$ cat src/rtl/hamming_encoder_8_4_stream.sv
// hamming_encoder_8_4_stream
//   Streaming extended Hamming(8,4) SECDED encoder. Each accepted byte is
//   split into two nibbles, and each nibble is emitted as one 8-bit codeword
//   on a registered valid/ready output. A per-byte XOR mask can flip codeword
//   bits so that the downstream decoder's correct and detect paths get exercised.
//
// Parameters
//   LOW_NIBBLE_FIRST  1: in_data[3:0] is encoded first; 0: in_data[7:4] first
//   CNT_W             width of the transferred-codeword counter
//
// Ports
//   clk        clock, rising edge
//   rst        synchronous active-high reset
//   in_data    data byte
//   in_valid   in_data / inj_mask valid
//   in_ready   byte accepted on in_valid & in_ready
//   inj_mask   XOR mask applied to both codewords of the byte
//   out_code   codeword: bit0 overall parity, bits 1/2/4 parity, bits 3/5/6/7 data
//   out_valid  out_code valid
//   out_ready  codeword transferred on out_valid & out_ready
//   cw_count   number of transferred codewords (wraps)
module hamming_encoder_8_4_stream #(
  parameter bit LOW_NIBBLE_FIRST = 1'b1,
  parameter int CNT_W            = 16
) (
  input  logic             clk,
  input  logic             rst,
  input  logic [7:0]       in_data,
  input  logic             in_valid,
  output logic             in_ready,
  input  logic [7:0]       inj_mask,
  output logic [7:0]       out_code,
  output logic             out_valid,
  input  logic             out_ready,
  output logic [CNT_W-1:0] cw_count
);

  typedef enum logic [1:0] {
    IDLE  = 2'd0,
    SEND0 = 2'd1,
    SEND1 = 2'd2
  } state_t;

  state_t           state_q, state_d;
  logic [7:0]       data_q, data_d;
  logic [7:0]       mask_q, mask_d;
  logic [7:0]       code_q, code_d;
  logic             valid_q, valid_d;
  logic [CNT_W-1:0] cnt_q, cnt_d;

  // Nibble -> extended Hamming codeword. Data sits at positions 3/5/6/7 so the
  // XOR of set-bit indices over c[7:1] is zero; c0 makes total parity even.
  function automatic logic [7:0] enc(input logic [3:0] n);
    logic [7:0] c;
    c[3] = n[0];
    c[5] = n[1];
    c[6] = n[2];
    c[7] = n[3];
    c[1] = n[0] ^ n[1] ^ n[3];
    c[2] = n[0] ^ n[2] ^ n[3];
    c[4] = n[1] ^ n[2] ^ n[3];
    c[0] = ^c[7:1];
    return c;
  endfunction

  function automatic logic [3:0] first_nib(input logic [7:0] b);
    return LOW_NIBBLE_FIRST ? b[3:0] : b[7:4];
  endfunction

  function automatic logic [3:0] second_nib(input logic [7:0] b);
    return LOW_NIBBLE_FIRST ? b[7:4] : b[3:0];
  endfunction

  // A new byte can be taken while the last codeword of the previous byte is
  // leaving, giving bubble-free streaming; hence the out_ready -> in_ready path.
  assign in_ready = !rst && ((state_q == IDLE) || ((state_q == SEND1) && out_ready));

  always_comb begin
    state_d = state_q;
    data_d  = data_q;
    mask_d  = mask_q;
    code_d  = code_q;
    valid_d = valid_q;
    cnt_d   = cnt_q;

    if (valid_q && out_ready) begin
      cnt_d = cnt_q + 1'b1;
    end

    case (state_q)
      IDLE: begin
        if (in_valid) begin
          data_d  = in_data;
          mask_d  = inj_mask;
          code_d  = enc(first_nib(in_data)) ^ inj_mask;
          valid_d = 1'b1;
          state_d = SEND0;
        end
      end
      SEND0: begin
        if (out_ready) begin
          code_d  = enc(second_nib(data_q)) ^ mask_q;
          state_d = SEND1;
        end
      end
      SEND1: begin
        if (out_ready) begin
          if (in_valid) begin
            data_d  = in_data;
            mask_d  = inj_mask;
            code_d  = enc(first_nib(in_data)) ^ inj_mask;
            state_d = SEND0;
          end else begin
            valid_d = 1'b0;
            state_d = IDLE;
          end
        end
      end
      default: begin
        state_d = IDLE;
        valid_d = 1'b0;
      end
    endcase
  end

  always_ff @(posedge clk) begin
    if (rst) begin
      state_q <= IDLE;
      data_q  <= 8'h00;
      mask_q  <= 8'h00;
      code_q  <= 8'h00;
      valid_q <= 1'b0;
      cnt_q   <= '0;
    end else begin
      state_q <= state_d;
      data_q  <= data_d;
      mask_q  <= mask_d;
      code_q  <= code_d;
      valid_q <= valid_d;
      cnt_q   <= cnt_d;
    end
  end

  assign out_code  = code_q;
  assign out_valid = valid_q;
  assign cw_count  = cnt_q;

endmodule

$ cat config.mk
export PLATFORM = sky130hd
export DESIGN_NAME = hamming_encoder_8_4_stream
export DESIGN_NICKNAME = d
export VERILOG_FILES = /design/src/rtl/hamming_encoder_8_4_stream.sv
export SDC_FILE = /design/constraint.sdc
export NUM_CORES = 1
export LEC_CHECK = 0
export CAP_MARGIN = 20
export CORE_ASPECT_RATIO = 0.7
export CORE_MARGIN = 2
export CORE_UTILIZATION = 55
export CTS_BUF_LIST = sky130_fd_sc_hd__clkbuf_2
export DETAILED_ROUTE_END_ITERATION = 8
export PLACE_DENSITY = 0.88
export SYNTH_ARGS = -nofsm -noshare
export SYNTH_HDL_FRONTEND = slang
export SYNTH_SLANG_ARGS = --single-unit
$ cat constraint.sdc
create_clock -name clk -period 2.9 [get_ports clk]
set_clock_uncertainty 0.05 [all_clocks]
set_input_delay 0.58 -clock clk [delete_from_list [all_inputs] [get_ports clk]]
set_output_delay 0.58 -clock clk [all_outputs]
set_load 0.02 [all_outputs]
Word level (Yosys, flattened, before mapping)
Index checks and enable logic that the tools add are counted.

storage, ports and cells
  register bits after elaboration = 43
  output and inout port bits = 26

operators by class
  add/subtract/negate cells = 1
  equal/unequal tests = 6
  mux-type cells = 19
  bitwise logic cells = 15
  reductions and logical operators = 14

operator list
  operator                 count
  $mux W8                  7
  $pmux W8 S2              2
  $pmux W8 S3              1
  $add A16 B1 Y16 const B  1
  $xor A8 B8 Y8            2
  $reduce_xor A7 Y1        2
  $xor A1 B1 Y1            12
  $ne A2 B2 Y1 const B     4
  $mux W2                  3
  $pmux W2 S3              1
  $reduce_and A3 Y1        2
  $mux W1                  4
  $reduce_and A4 Y1        1
  $logic_and A1 B1 Y1      3
  $pmux W1 S3              1
  $reduce_bool A3 Y1       1
  $eq A2 B1 Y1 const B     1
  $eq A2 B2 Y1 const B     1
  $logic_not A2 Y1         1
  $reduce_and A2 Y1        1
  $reduce_bool A2 Y1       1
  $logic_not A1 Y1         1
  $logic_or A1 B1 Y1       1
  $not A1 Y1               1

Longest topological paths before layout
Gate-level depths: netlist (run 1).

  depth in word-level cells = 7
  gate-level depth with buffers = 6
  depth with buffers taken out = 5

Worst setup path after synthesis (run 1)
No wires, ideal clock.

  path kind = input -> register
  from = input out_ready
  to = register cnt_q[15] (netlist: cw_count[15])
  setup time = 0.123 ns
  arrival time = 1.761 ns
  path slack = 0.966 ns
  stages on the path = 5
  cells stage by stage = buf_2 -> nand4_2 -> or4_4 -> nor2_2 -> mux2_1

between the ends
  cells in the longest elaborated chain, start to end = 1

ends and longest elaborated chain
  item                    line  RTL
  start: declaration      34    input logic out_ready,
  $logic_and A1 B1 Y1     86    if (valid_q && out_ready) begin
  end signal: assignment  140   cnt_q <= cnt_d;
  end: declaration        49    logic [CNT_W-1:0] cnt_q, cnt_d;

No other way between the ends.
A chain may end at the register's enable or synchronous reset.

Final worst setup path (run 1)
  from = input out_ready
  to = output in_ready

between the ends
  cells in the longest elaborated chain, start to end = 3

ends and longest elaborated chain
  item                 line  RTL
  $logic_and A1 B1 Y1  76    assign in_ready = !rst && ((state_q == IDLE) || ((state_q == SEND1) && out_ready));
  $logic_or A1 B1 Y1   76
  $logic_and A1 B1 Y1  76
  end: declaration     30    output logic in_ready,

No other way between the ends.

==> results of run 1 <==
area by class of cell:
class,instances,share of cell area (%)
Timing Repair Buffer,49,19.6
Inverter,4,0.612
Multi-Input combinational cell,173,43.0
Sequential cell,39,31.8
Clock buffer,5,1.02
Tap cell,47,2.40
Clock inverter,3,1.58
layout by cell type (no fill, tap or decap), types with 2 or more instances in the layout:
cell / Yosys / layout
clkdlybuf4s50_1: 0 / 45
dfxtp_1: 39 / 39
nand2_1: 34 / 34
a21oi_1: 24 / 24
xor2_1: 19 / 19
xnor2_1: 18 / 18
nor2_1: 17 / 17
nand3_1: 9 / 9
nor3_1: 5 / 5
nand2b_1: 5 / 5
clkbuf_2: 0 / 5
o211ai_1: 4 / 4
inv_1: 4 / 4
nor4_1: 4 / 4
o22ai_1: 4 / 4
a21o_1: 4 / 4
buf_4: 0 / 4
nand4_1: 3 / 3
or3_1: 3 / 3
o21ai_0: 3 / 3
nor2b_1: 2 / 2
a31o_2: 2 / 2
power groups by stage:
stage | Clock, W | Combinational [W] | Sequential (W)
CTS | 0.000321 | 0.000231 | 0.000593
detailed placement | 0 | 0.000231 | 0.000604
finish | 0.000312 | 0.000232 | 0.000593
global route | 0.000346 | 0.000254 | 0.000597
global placement | 0 | 0.000227 | 0.000602
floorplan | 0 | 0.000120 | 0.000619
worst paths after layout:
check	from	depth (start not counted)	end	slack, ps
max reg2reg	cw_count[3]$_SDFFE_PP0P_	4	cw_count[15]$_SDFFE_PP0P_	1030
max	out_ready	4	in_ready	360
min reg2reg	out_code[2]$_SDFFE_PP0P_	1	out_code[2]$_SDFFE_PP0P_	430
min	out_code[2]$_SDFFE_PP0P_	1	out_code[2]$_SDFFE_PP0P_	430
per-layer routing:
layer / vias up / track usage, % / part of all wire, %
met3: 2 / 6.29 / 4.5
met1: 765 / 35.0 / 52
met4: 0 / 6.36 / 0.29
li1: 870 / - / -
met5: - / 0 / 0
met2: 35 / 33.0 / 43
metrics by stage:
step | power, W | instance area [µm²] | hold slack, ps | std cells
after floorplan | 0.000739 | 1890 | 398 | 225
after global placement | 0.000829 | 2390 | 385 | 312
after detailed placement | 0.000835 | 2390 | 392 | 312
after CTS | 0.00115 | 2450 | 429 | 320
after global routing | 0.00120 | 2450 | 439 | 320
final | 0.00114 | 2450 | 426 | 320
sequential cells by signal, indices dropped and copies added, names as in the netlist:
| register | flops |
|---|---|
| state_q | 2 |
| mask_q | 8 |
| out_valid | 1 |
| out_code | 8 |
| data_q | 4 |
| cw_count | 16 |
cells by family (layout without fill, tap and decap cells):
kind of cell	count (synthesis)	in the layout	synth area share [%]
adder cells (fa/ha/maj)	1	1	0.662
multiplexers	1	1	0.596
AO/OA/AOI/OAI	44	44	13.7
buffers and inverters	13	61	2.78
AND/OR/NAND/NOR	90	90	23.8
flip-flops	39	39	41.3
XOR/XNOR	37	37	17.2
==> results by group, run 1 <==
Final layout
  • Antenna Cells: 0
  • Multi-input logic area: 1060 µm²
  • Fillers: ~260
  • Total Nets Final: slightly below 300
  • Post-Route Utilization: 76.4%
  • Register area: 781 µm²
  • Synthesis-to-layout area growth: 29.9%
  • Fraction of layout cells with a size suffix above 1: 6.96%

Synth
  • Syn_nets: approximately 250
  • Most common cell in the netlist: dfxtp_1
  • Async S/R FF share, synth: 0%
  • #FFs+latches synth: 39
  • Synth Cell Area: around 1900 µm²
  • Syn_area_per_cell: roughly 8.4 µm²
  • Sequential share of the synthesized area: approximately 41%
  • Synth Warn #: 0
  • Gate Count Post-Synth: 225
  • Synth top area cells: dfxtp_1 (41%), xor2_1 (8.8%), xnor2_1 (8.3%)
  • Cell variety after synth: 35
  • EDFF count, synth: 0
  • Cell taking the most area after synthesis: dfxtp_1
  • Top cells by count, synth: dfxtp_1 (39), nand2_1 (34), a21oi_1 (24), xor2_1 (19), xnor2_1 (18)
  • Share of the synthesized area in the top cell type: approximately two fifths
  • Most used DFF post-synth: dfxtp_1

Drt
  • Detailed Route WL: 4140 µm
  • Routed Antenna Nets: 0
  • Vias after detailed routing: 1672
  • Routed WL per cell: 12.9 µm
  • Post-DR vias/cell: around 5.2
  • Pre-antenna DRT Iters: 4
  • # DRC: 0
  • Iter 0 DRT Violations: 79

Worst setup path
  • Most numerous cell on the critical path: clkdlybuf4s50_1
  • Max stage delay on crit path: 630 ps
  • CP arrival: between 1500 and 2000 ps
  • Crit-path leading delay family: buffers and inverters
  • CP required: between 2000 and 2500 ps
  • Setup CP Type: in -> out
  • CP Cell Sequence: clkdlybuf4s50_1 -> nor2b_1 -> nor3_1 -> clkdlybuf4s50_1
  • Crit end category: output pin
  • Critical Path Fanout Max: 2
  • CP bufs+invs: 2
  • Startpoint Class: input pin
  • Slowest CP cell: clkdlybuf4s50_1

Die
  • Die Width: 74.1 µm
  • Die Area: 3930 µm²
  • Core ar.: 3210 µm²
  • Row Count: 17
  • Die H: 53.0 µm
  • Starting Density: 58.8%
  • I/O pins: 46

Placed design
  • Hpwl dp: between 3000 and 4000 µm
  • GPL Wtd Cong: 0.816
  • Port Buf Inserts: 45
  • Pre-CTS setup slack: between 300 and 400 ps

CTS
  • Later-pin clock latency in the skew report: 370 ps
  • Postcts setup bufs: 0
  • Post-CTS Resized: 0
  • Cts hold-fix bufs: 0
  • Clock Tree Buf Depth: 2
  • TritonCTS clock tree: done
  • Htree depth: 2
  • Num CTS Buffers: 5
  • Clock sink count: 39
  • Clk root buf: clkbuf_2
  • Clock transition at path regs: 170 ps

Timing
  • Slew margin rel.: 74.1%
  • # setup viols final: 0
  • Slew Viols, Final: 0
  • Fmax: 394 MHz
  • Final critical-path setup slack: 362 ps
  • Tmin final: roughly 2500 ps
  • Setup tns final: 0 ps
  • Final period util: around 88%
  • RSZ-0062 raised after global routing: false
  • Final Hold Viols: 0
  • Worst-Margin Slew: 389 ps

GRT
  • Antenna violations before repair: 0
  • Congestion Overflow GR: 0
  • Total track usage: 23.5%
  • Largest net degree at the start of global routing: 42
  • First-pass GRT wire length: roughly 6900 µm
  • Vias in the first global route: 1481

Status
  • Outcome: finished, final reports clean

Power and ir drop
  • Seq pwr share: between 50% and 60%
  • Switching Share: 27.7%
  • Int Power: 0.000822 W
  • Clk pwr share: between 20 and 30%
  • Power Density: approximately 460 nW/µm²
  • Combinational share of power: 20.4%
  • Switching power: 0.000315 W
  • Worst vdd ir: 260 µV
  • P_leak: 0.941 nW

Min path
  • Worst min-delay path class: reg -> reg

Flow run
  • Max Cap Violations: 0
Power figures use the tool's default switching activity.
==> inputs of run 2 (changes only) <==
CORE_UTILIZATION = 45   (was 55)
PLACE_DENSITY = 0.74   (was 0.88)
==> results by group, run 2 (same netlist as run 1, synthesis figures left out) <==
Drt
  • Sum of routed wire segments on met1: 2220 µm
  • Vias after detailed routing: approximately 1700
  • Iter 0 DRT Violations: 88
  • # DRC: 0
  • WL met3: 257 µm
  • WL met2: about 1800 µm
  • Top Layer Used: met4
  • Post-DR vias/cell: 5.12
  • Detailed Route WL: 4310 µm
  • Routed WL per cell: about 13 µm
  • Pre-antenna DRT Iters: 4
  • Routed Antenna Nets: 0

Die
  • Die H: 58.2 µm
  • I/O pins: 46
  • Die Width: ~81 µm
  • Die Area: between 4000 and 5000 µm²
  • Starting Density: 47.6%
  • Row Count: 19
  • Core ar.: around 4000 µm²

Final layout
  • Largest register FFs: 16
  • Most common cell after layout, fill and taps aside: clkdlybuf4s50_1
  • Final Cell Area: 2440 µm²
  • Fillers: 352
  • Most frequent cells in the layout: clkdlybuf4s50_1 (45), dfxtp_1 (39), nand2_1 (34)
  • Synthesis-to-layout area growth: 29.0%
  • Antenna Cells: 0
  • Total Nets Final: 293
  • Fraction of layout cells with a size suffix above 1: 7.33%

GRT
  • Congestion Overflow GR: 0
  • Total track usage: roughly a fifth
  • First-pass GRT wire length: about 7100 µm
  • Largest net degree at the start of global routing: 42
  • Antenna violations before repair: 0
  • Vias in the first global route: 1460

Timing
  • Slew Viols, Final: 0
  • Tmin final: 2500 ps
  • Fmax: 400 MHz
  • Final period util: 86.2%
  • # setup viols final: 0
  • Final critical-path setup slack: 400 ps
  • Slew margin rel.: 70.6%
  • RSZ-0062 raised after global routing: false
  • Worst-Margin Slew: 439 ps
  • Setup tns final: 0 ps
  • Final Hold Viols: 0

CTS
  • TritonCTS clock tree: done
  • Later-pin clock latency in the skew report: 410 ps
  • Clock sink count: 39
  • Htree depth: 2
  • Clock Tree Buf Depth: 2
  • Num CTS Buffers: 5
  • Cts hold-fix bufs: 0
  • Clock transition at path regs: between 150 and 200 ps
  • Clk root buf: clkbuf_2
  • Postcts setup bufs: 0
  • Post-CTS Resized: 0

Flow run
  • Max Cap Violations: 0

Power and ir drop
  • Worst vdd ir: 332 µV
  • Power Density: between 400 and 500 nW/µm²
  • P_leak: 0.934 nW
  • Final Power: between 0.001 and 0.0015 W

Placed design
  • Port Buf Inserts: 45
  • Dpl cell area: 2400 µm²
  • GPL Wtd Cong: 0.853
  • Hpwl dp: 3090 µm
  • Pre-CTS setup slack: 410 ps

Worst setup path
  • Most numerous cell on the critical path: clkdlybuf4s50_1
  • Max stage delay on crit path: 630 ps
  • Critical Path Fanout Max: 2
  • Crit end category: output pin
  • CP arrival: 1870 ps
  • Setup CP Type: in -> out
  • CP required: 2270 ps
  • Startpoint Class: input pin
  • Slowest CP cell: clkdlybuf4s50_1
  • CP Cell Sequence: clkdlybuf4s50_1 -> nor2b_1 -> nor3_1 -> clkdlybuf4s50_1

Min path
  • Worst min-delay path class: reg -> reg

Status
  • Outcome: finished, final reports clean
-- run 2: path summary, 6_finish.rpt --
check / to / cells after the start / slack, ps / from
max reg2reg: cw_count[15]$_SDFFE_PP0P_ / 4 / 1030 / cw_count[3]$_SDFFE_PP0P_
min reg2reg: mask_q[2]$_SDFFE_PP0P_ / 2 / 430 / mask_q[2]$_SDFFE_PP0P_
max: in_ready / 4 / 400 / out_ready
min: mask_q[2]$_SDFFE_PP0P_ / 2 / 430 / mask_q[2]$_SDFFE_PP0P_
-- run 2: power breakdown --
group          internal [W]  switching [W]  total, W
registers          0.000566      0.0000273  0.000593
clock network     0.0000658       0.000183  0.000248
logic              0.000114       0.000116  0.000230
total              0.000746       0.000326   0.00107
-- run 2: through the flow --
stage,util [%],hold WS [ps],instances
finish,61.4,432,325
global placement,60.4,386,317
CTS,61.4,431,325
detailed placement,60.4,394,317
global route,61.4,442,325
floorplan,-,398,225
-- run 2: worst max-delay path, delay by kind of cell --
family	cells	cell delay, ps
buf+inv	2	1100
simple gates	2	180
-- run 2: metal layers --
layer	vias up	GRT usage, %
met2	45	26.5
li1	863	-
met3	5	4.21
met4	0	7.02
met5	-	0
met1	750	30.0
-- run 2: cell type report --
class                      instances  area, µm²  share of cell area, %
clock buffer                       7       35.0                   1.44
clock inverter                     1       5.00                  0.205
inverter                           4       15.0                  0.616
multi-input combinational        173       1060                   43.3
sequential                        39        781                   32.0
tap                               52       65.1                   2.67
timing repair buffer              49        480                   19.7
==> inputs of run 3 (changes only) <==
CORE_UTILIZATION = 55   (was 45)
PLACE_DENSITY = 0.88   (was 0.74)
==> results of run 3 <==
The final DEF is identical to that of run 1; final timing and power are the same.
